$ cat src/rtl/gray_rx_monitor.sv
// Gray-code receive monitor: synchronizes a Gray count, decodes it and flags illegal steps.
// Optional wrap counter output is enabled by defining GRAY_RX_WRAP_CNT_EN.
module gray_rx_monitor #(
  parameter int unsigned CBITS       = 15,
  parameter int unsigned SYNC_STAGES = 2,
  parameter int unsigned ERR_LIMIT   = 3
) (
  input  logic             clk,
  input  logic             rst,
  input  logic [CBITS-1:0] gray_in,
  input  logic             clr_err,
  output logic [CBITS-1:0] bin_out,
  output logic             bin_vld,
  output logic             step_err,
  output logic             err_sticky,
  output logic             zero_pulse
`ifdef GRAY_RX_WRAP_CNT_EN
  ,
  output logic [7:0]       wrap_cnt
`endif
);

  typedef enum logic [1:0] {INIT, TRACK, FAULT} state_t;

  state_t           state;
  logic [CBITS-1:0] sync_q [SYNC_STAGES];
  logic [CBITS-1:0] gs;
  logic [CBITS-1:0] b;
  logic [CBITS-1:0] ref_val;
  logic [CBITS-1:0] delta;
  logic [2:0]       fill_cnt;
  logic [3:0]       err_cnt;
  logic             is_hold;
  logic             is_adv;
  logic             wrap_hit;

  always_ff @(posedge clk or posedge rst) begin
    if (rst) begin
      for (int unsigned i = 0; i < SYNC_STAGES; i++) sync_q[i] <= '0;
    end else begin
      sync_q[0] <= gray_in;
      for (int unsigned i = 1; i < SYNC_STAGES; i++) sync_q[i] <= sync_q[i-1];
    end
  end

  // Binary bit i is the XOR of all Gray bits at and above i.
  always_comb begin
    gs = sync_q[SYNC_STAGES-1];
    b  = '0;
    for (int unsigned i = 0; i < CBITS; i++) b[i] = ^(gs >> i);
    delta    = b - ref_val;
    is_hold  = (delta == '0);
    is_adv   = (delta == CBITS'(1));
    wrap_hit = (state == TRACK) && is_adv && (b == '0);
  end

  assign bin_vld = (state == TRACK);

  always_ff @(posedge clk or posedge rst) begin
    if (rst) begin
      state      <= INIT;
      fill_cnt   <= '0;
      err_cnt    <= '0;
      ref_val    <= '0;
      bin_out    <= '0;
      step_err   <= 1'b0;
      zero_pulse <= 1'b0;
      err_sticky <= 1'b0;
    end else begin
      step_err   <= 1'b0;
      zero_pulse <= 1'b0;
      // A set in the TRACK error branch below overrides this clear.
      if (clr_err) err_sticky <= 1'b0;
      case (state)
        INIT: begin
          if (fill_cnt == 3'(SYNC_STAGES)) begin
            ref_val  <= b;
            bin_out  <= b;
            fill_cnt <= '0;
            state    <= TRACK;
          end else begin
            fill_cnt <= fill_cnt + 3'd1;
          end
        end
        TRACK: begin
          if (is_adv) begin
            ref_val    <= b;
            bin_out    <= b;
            err_cnt    <= '0;
            zero_pulse <= wrap_hit;
          end else if (!is_hold) begin
            step_err   <= 1'b1;
            err_sticky <= 1'b1;
            ref_val    <= b;
            bin_out    <= b;
            err_cnt    <= err_cnt + 4'd1;
            if (err_cnt + 4'd1 == 4'(ERR_LIMIT)) state <= FAULT;
          end
        end
        FAULT: begin
          if (clr_err) begin
            state    <= INIT;
            err_cnt  <= '0;
            fill_cnt <= '0;
          end
        end
        default: state <= INIT;
      endcase
    end
  end

`ifdef GRAY_RX_WRAP_CNT_EN
  always_ff @(posedge clk or posedge rst) begin
    if (rst) wrap_cnt <= '0;
    else if (wrap_hit) wrap_cnt <= wrap_cnt + 8'd1;
  end
`endif

endmodule
$ cat config.mk
export PLATFORM = sky130hd
export DESIGN_NAME = gray_rx_monitor
export DESIGN_NICKNAME = d
export VERILOG_FILES = /design/src/rtl/gray_rx_monitor.sv
export SDC_FILE = /design/constraint.sdc
export NUM_CORES = 1
export LEC_CHECK = 0
export ABC_AREA = 1
export CELL_PAD_IN_SITES_DETAIL_PLACEMENT = 1
export CELL_PAD_IN_SITES_GLOBAL_PLACEMENT = 2
export CORE_MARGIN = 10
export CORE_UTILIZATION = 34
export DETAILED_ROUTE_END_ITERATION = 7
export GPL_ROUTABILITY_DRIVEN = 0
export PLACE_DENSITY_LB_ADDON = 0.3
export SYNTH_ARGS = -nofsm -noshare
export SYNTH_HDL_FRONTEND = slang
export SYNTH_SLANG_ARGS = --single-unit
$ cat constraint.sdc
create_clock -name clk -period 5 [get_ports clk]
set_clock_uncertainty 0.1 [all_clocks]
set_input_delay 1 -clock clk [delete_from_list [all_inputs] [get_ports clk]]
set_output_delay 1 -clock clk [all_outputs]
set_load 0.02 [all_outputs]
Word-level counts from Yosys, hierarchy flattened. Cells that the tools add are included.

Register bits: 57. Logic and storage cells: 76. Input port bits: 18.

Add/subtract/negate cells: 3. Reductions and logical operators: 27. Equal/unequal tests: 11. Mux-type cells: 26.

Operators by type and width (number): $reduce_xor A15 Y1 (15); $mux W15 (3); $logic_not A15 Y1 (2); $pmux W15 S2 (1); $eq A15 B1 Y1 const B (1); $sub A15 B15 Y15 (1); $mux W4 (3); $mux W2 (5); $mux W1 (9); $ne A2 B2 Y1 const B (4); $pmux W4 S2 (1); $mux W3 (2); $pmux W2 S3 (1); $pmux W3 S2 (1); $reduce_and A3 Y1 (2); $reduce_bool A2 Y1 (3); $reduce_and A5 Y1 (1); $add A4 B1 Y4 const B (1); $eq A4 B2 Y1 const B (1); $add A3 B1 Y3 const B (1); $eq A3 B2 Y1 const B (1); $ne A3 B2 Y1 const B (1); $eq A2 B1 Y1 const B (1); $eq A2 B2 Y1 const B (1); 4 further kinds (5).

Longest topological paths before layout. Gate-level depths: netlist (run 1).

Depth in word-level cells: 7. Depth in mapped cells: 30. Gate-level depth less buffers: 30.

Worst setup path before layout (run 1). OpenSTA, ideal clock, no wires.

Kind: register to register. Start point: reg sync_q, in the netlist gs[14]. End point: reg ref_val[0]. Required time: 4.783 ns. Setup time: 0.117 ns. Data arrival time: 3.414 ns. Clock period less this slack: 3.632 ns. Slack: 1.368 ns. Cell stages (with the launch flop): 26. Cell sequence: dfrtp_1 nand2_2 nand2_8 xnor2_4 xor2_2 inv_2 nand2_2 nand2_2 nand2_1 nand2_1 inv_1 ha_1 inv_1 fa_1 nand3_1 nand3_1 nand2_1 nand2_1 xor2_1 nor2_1 nand2_1 nor2_1 nand4_4 buf_2 nand3_1 nand2_1.

Word-level cells in the longest chain between the ends: 5.

Ends and longest elaborated chain: from (decl) (RTL line 26) `logic [CBITS-1:0] sync_q [SYNC_STAGES];`; $reduce_xor A15 Y1 * (RTL line 50) `for (int unsigned i = 0; i < CBITS; i++) b[i] = ^(gs >> i);`; named net b[12] (RTL line 28) `logic [CBITS-1:0] b;`; $sub A15 B15 Y15 * (RTL line 51) `delta = b - ref_val;`; $eq A15 B1 Y1 or $logic_not A15 Y1 (tied branches) (RTL line 53, 52); $ne A3 B2 Y1 (no line) or $mux W15 (tied branches); $reduce_and A3 Y1 (no line) or $pmux W15 S2 (tied branches); to (signal assigned) (RTL line 64) `ref_val <= '0;`; to (signal assigned) (RTL line 77) `ref_val <= b;`; to (signal assigned) (RTL line 87) `ref_val <= b;`; to (decl) (RTL line 29) `logic [CBITS-1:0] ref_val;`.

The timed path passes the listed nets; every way through them passes the cells marked *. The select of a mux whose other input is x is not followed. A chain may end at the register's enable or synchronous reset.

Worst setup path in the final report (run 1).
Start point: reg sync_q, in the netlist gs[14]. End point: reg ref_val[5].

The elaborated chain is that of the path after synthesis.

==> flow_summary.ini, run 1 <==
[power]
total_leakage_power_nw = 2.191
vdd_drop_max_v = 0.0003041
cellPowerDensity_mw_per_mm2 = 714.8

[final_layout]
num_antenna_cells = 0
final_layout_size_suffix_gt1_share_pct = 7.566
syn_to_final_growth_pct = 21.52
nNetsFinal = 518

[critical_path]
crit_arrival_ns = 4.37
critical_path_class = reg2reg
crit_path_max_fanout = 17
slowest_delay_ns = 0.44
crit_required_ns = 5.16
crit_slowest_cell = dfrtp_1
start_kind = flop
endpoint_kind = flop
cpMostUsedCell = nand2_1

[synthesis]
synth-edff-count = 0
yosys_register_bits = 57
yosys-top-cells-area = dfrtp_1 (41%), nand2_1 (14%), inv_1 (7.7%)
synth_commonest_cells = nand2_1 (127), inv_1 (72), dfrtp_1 (57), nand3_1 (42), nor2_1 (33)
yosysMostFrequentCell = nand2_1
avgSynthCellArea_um2 = 8.012
syn-instance-count = 439
ys_warn_count = 0
synth_top_cell_by_area = dfrtp_1
ys_types = 33
synth_top_area_share_pct = 40.55
ys_dominant_reg_cell = dfrtp_1
synth-seq-area-share_pct = 40.55
synth_area_mm2 = 0.003517
async_flop_share_pct = 100.0
syn_nets = 473

[routing]
route.met3.wl_um = 272
drtIter0Drc = 141
first_pass_iters = 4
wl_met1_mm = 4.127
drt_wl_total_mm = 8.990
top_layer = met4
avgViaCountPerCell = 4.613
drc = 0
wl_per_cell_um = 14.38
vias = 2883
postRouteAntennaNets = 0
wl_met2_mm = 4.420

[floorplan]
ios = 37
start_util_pct = 34.53
die_w_um = 121.7
die_area_mm2 = 0.01481
placementRows = 37
die_h_um = 121.7
design.core.area_mm2 = 0.01018

[job]
cap_violations = 0

[sta]
whs_ns = 0.2496
report.final.setup_viol = 0
rsz0062_at_grt = false
drv_slew = 0
timing.final.crit_share_pct = 84.05
hold_viol_final = 0
fin_tns_setup_ns = 0
max_freq_ghz = 0.2380
slew_headroom_pct = 17.37
worst_pin_slew_ns = 1.235
finalCriticalPeriod_ns = 4.202

[min_path]
min_path_type = reg2reg

[clocking]
clkSlewWorstSetupHoldPaths_ns = 0.06
cts_setup_buffers = 0
cts_buffer_depth = 2
hold_buffers = 0
cts_resized = 0
cts_made_buffers = 9
clock_sinks = 57
clkLatencyLatePin_ns = 0.34
cts_tree = done
cts-root-buf = clkbuf_8
htree_levels = 3

[placed_design]
post-dp-hpwl_mm = 7.460
io_buffer_count = 36

[run_status]
status = complete, no violations

[global_routing]
grt_max_degree = 35
globalRouteOverflowTotal = 0
grtUsageTotal_pct = 13.11
grt_pass1_vias = 3100
grt_pass1_wl_mm = 15.49
antenna_found_initial = 0
per-layer routing:
metal	global-route usage, %	vias to the layer above
li1	-	1452
met1	16.09	1383
met2	22.16	37
met3	2.451	11
met4	5.365	0
met5	0	-
sequential cells by signal, indices dropped and copies added (netlist names):
signal / flops
ref_val: 15
err_sticky: 1
err_cnt: 4
fill_cnt: 3
sync_q: 15
gs: 15
state: 2
zero_pulse: 1
step_err: 1
where the power goes:
part / internal, mW / total (mW) / switching (mW)
clock: 0.321 / 0.507 / 0.185
sequential: 0.579 / 0.690 / 0.110
combinational: 0.680 / 1.86 / 1.18
cell usage in the layout, fill, tap and decap left out, drive strengths merged, types with 8 or more instances in the layout:
cell type and n:
clkdlybuf4s50 36, dfrtp 57, xor2 21, inv 74, nor2 34, nand2 135, nand4 11, ha 15
clkbuf 12, a21oi 8, xnor2 23, nand3 42
layout make-up:
cell class / instances / area, µm²
clock inverters: 4 / 73.82
flip-flops and latches: 57 / 1426
inverters: 74 / 277.8
fillers: 1258 / 5911
clock buffers: 12 / 165.2
repair buffers: 37 / 367.9
multi-input cells: 305 / 1793
well taps: 136 / 170.2
critical path, delay by kind of cell, from the launching register on:
| family | cells | cell delay, ns |
|---|---|---|
| simple gates | 17 | 2.09 |
| fa+ha+maj | 2 | 0.55 |
| xor+xnor | 3 | 0.67 |
| buf+inv | 4 | 0.29 |
| flops | 1 | 0.44 |
kinds of logic after synthesis:
family	synth area share, %
AO/OA/AOI/OAI	2.668
XOR/XNOR	13.41
AND/OR/NAND/NOR	28.99
flip-flops	40.56
adder cells (fa/ha/maj)	5.905
buffers and inverters	8.467
final timing paths:
kind,startpoint,end,slack [ns],depth (start not counted)
min in group asynchronous,rst,fill_cnt[0],0.99,2
hold reg to reg,sync_q[21],gs[6],0.25,0
max in group asynchronous,rst,gs[6],3.00,3
setup / recovery,gs[14],ref_val[5],0.80,26
setup reg to reg,gs[14],ref_val[5],0.80,26
hold / removal,sync_q[21],gs[6],0.25,0
per-stage QoR:
stage,setup slack (ns),cells,power [mW],area (µm²),utilization (%)
final,0.7976,625,3.055,4274,41.97
after floorplan,1.368,439,2.006,3517,-
after CTS,0.7853,625,3.107,4274,41.97
after global routing,0.2876,625,3.380,4274,41.97
after detailed placement,0.8000,609,2.573,4035,39.62
after global placement,0.9669,609,2.541,4035,39.62
No activity file was read; power rests on OpenSTA's default activity.
==> run 2, diff against run 1 <==
- clock period: 5 -> 4.1 ns (I/O delays scaled with it)
==> flow_summary.ini, run 2 (synthesis results as in run 1) <==
[min_path]
min_path_type = reg2reg
min_from = sync_q[19]

[power]
cellPowerDensity_mw_per_mm2 = 861.7
total_leakage_power_nw = 2.246
vdd_drop_max_v = 0.0003363

[sta]
hold_viol_final = 0
finalCriticalPeriod_ns = 3.793
report.final.setup_viol = 0
worst_pin_slew_ns = 0.6957
whs_ns = 0.2500
timing.final.crit_share_pct = 92.51
max_freq_ghz = 0.2637
fin_tns_setup_ns = 0
setup_ws_ns = 0.3072
drv_slew = 0
slew_headroom_pct = 53.55

[critical_path]
startpoint = gs[14]
critical_path_class = reg2reg
critPathBufInv = 3
crit_arrival_ns = 3.93
crit_path_max_fanout = 6
endpoint_kind = flop
crit_end = err_cnt[1]
cpMostUsedCell = nand2_1
crit_slowest_cell = dfrtp_1
critPathTopFamily = simple AND/OR/NAND/NOR gates
rr_endpoint = err_cnt[1]
crit_required_ns = 4.24
start_kind = flop
slowest_delay_ns = 0.43
r2r_cells = 26
regToRegStartpoint = gs[14]
critical_path_cell_count = 26
rrSetupSlack_ns = 0.31

[routing]
postRouteAntennaNets = 0
route.met3.wl_um = 319
first_pass_iters = 4
wl_per_cell_um = 14.84
vias = 2976
wl_met2_mm = 4.650
drtIter0Drc = 117
drc = 0
wl_met1_mm = 4.299
drt_wl_total_mm = 9.456
top_layer = met4
avgViaCountPerCell = 4.672

[final_layout]
fill_cells = 1235
final_cell_mix = nand2_1 (127), inv_1 (71), dfrtp_1 (57), nand3_1 (41), clkdlybuf4s50_1 (36)
nNetsFinal = 530
layout_commonest_cell = nand2_1
num_antenna_cells = 0
post-route-util_pct = 42.99
final_layout_size_suffix_gt1_share_pct = 10.38
fin_area_mm2 = 0.004378
syn_to_final_growth_pct = 24.48

[clocking]
clock_sinks = 57
clkSlewWorstSetupHoldPaths_ns = 0.07
cts-root-buf = clkbuf_8
htree_levels = 3
cts_tree = done
cts_made_buffers = 9
hold_buffers = 0
cts_buffer_depth = 2
clkLatencyLatePin_ns = 0.35

[global_routing]
grt_max_degree = 35
grt_pass1_vias = 3154
grt_pass1_wl_mm = 15.83
antenna_found_initial = 0
grtUsageTotal_pct = 13.57
globalRouteOverflowTotal = 0

[floorplan]
start_util_pct = 34.53
placementRows = 37
die_h_um = 121.7
die_area_mm2 = 0.01481
ios = 37
design.core.area_mm2 = 0.01018
die_w_um = 121.7

[placed_design]
pre_cts_slack_ns = 0.07080
io_buffer_count = 36
post-dp-hpwl_mm = 7.838
place_area_mm2 = 0.004108

[job]
cap_violations = 0

[run_status]
status = complete, no violations
run 2: cell count changes in the layout (fill, tap and decap cells not counted), sizes merged:
cell,previous run,this run
clkinv,2,4
clkbuf,12,9
buf,1,13
clkinvlp,0,1
run 2: layout make-up:
class                   instances  area (µm²)  area share, %
multi-input cells             305        1814          41.44
clock inverters                 7       95.09          2.172
inverters                      74       277.8          6.345
clock buffers                   9       123.9          2.829
flip-flops and latches         57        1426          32.58
repair buffers                 49       470.5          10.75
well taps                     136       170.2          3.887
run 2: worst min-delay path by stage:
stage                         to  slack [ns]  depth (start not counted)
after CTS                  gs[4]        0.25                          0
after global placement    gs[12]        0.23                          0
final                      gs[4]        0.25                          0
after floorplan            gs[0]        0.23                          0
after detailed placement   gs[4]        0.24                          0
after global routing       gs[1]        0.26                          0
run 2: repair_timing:
| item | CTS | global route |
|---|---|---|
| setup buffers | 0 | 4 |
| resized for setup | 0 | 4 |
| setup endpoints to repair | 0 | 24 |
run 2: per-layer routing:
layer | vias to the layer above | GRT usage, %
met5 | - | 0
met4 | 0 | 5.514
met3 | 14 | 3.330
met2 | 42 | 22.67
met1 | 1449 | 16.41
li1 | 1471 | -
run 2: through the flow:
step,total power [mW],std cells
6_report,3.772,637
5_1_grt,4.151,637
4_1_cts,3.797,633
3_5_place_dp,3.194,617
3_3_place_gp,3.137,617
2_1_floorplan,2.446,439
run 2: worst register-to-register path, cell delays in order, from the launching register on:
cell	delay, ns
dfrtp_1	0.43
nand2_2	0.14
nand2_8	0.09
xnor2_4	0.23
xor2_4	0.20
inv_2	0.06
nand2_2	0.07
nand2_2	0.08
nand2_1	0.08
nand2_1	0.09
inv_1	0.07
ha_1	0.13
inv_1	0.08
fa_2	0.38
nand3_1	0.12
nand3_2	0.12
nand2_1	0.08
nand2_1	0.07
xor2_1	0.14
nor2_1	0.09
nand2_1	0.09
nor2_2	0.16
nand3_1	0.15
nand2_2	0.16
nand2_1	0.13
nand2_1	0.10
nand2_1	0.05
run 2: where the power goes:
| group | leakage [nW] | total, mW | switching [mW] | internal (mW) |
|---|---|---|---|---|
| logic | 1.45 | 2.35 | 1.48 | 0.870 |
| registers | 0.683 | 0.837 | 0.130 | 0.707 |
| clock network | 0.109 | 0.582 | 0.241 | 0.341 |
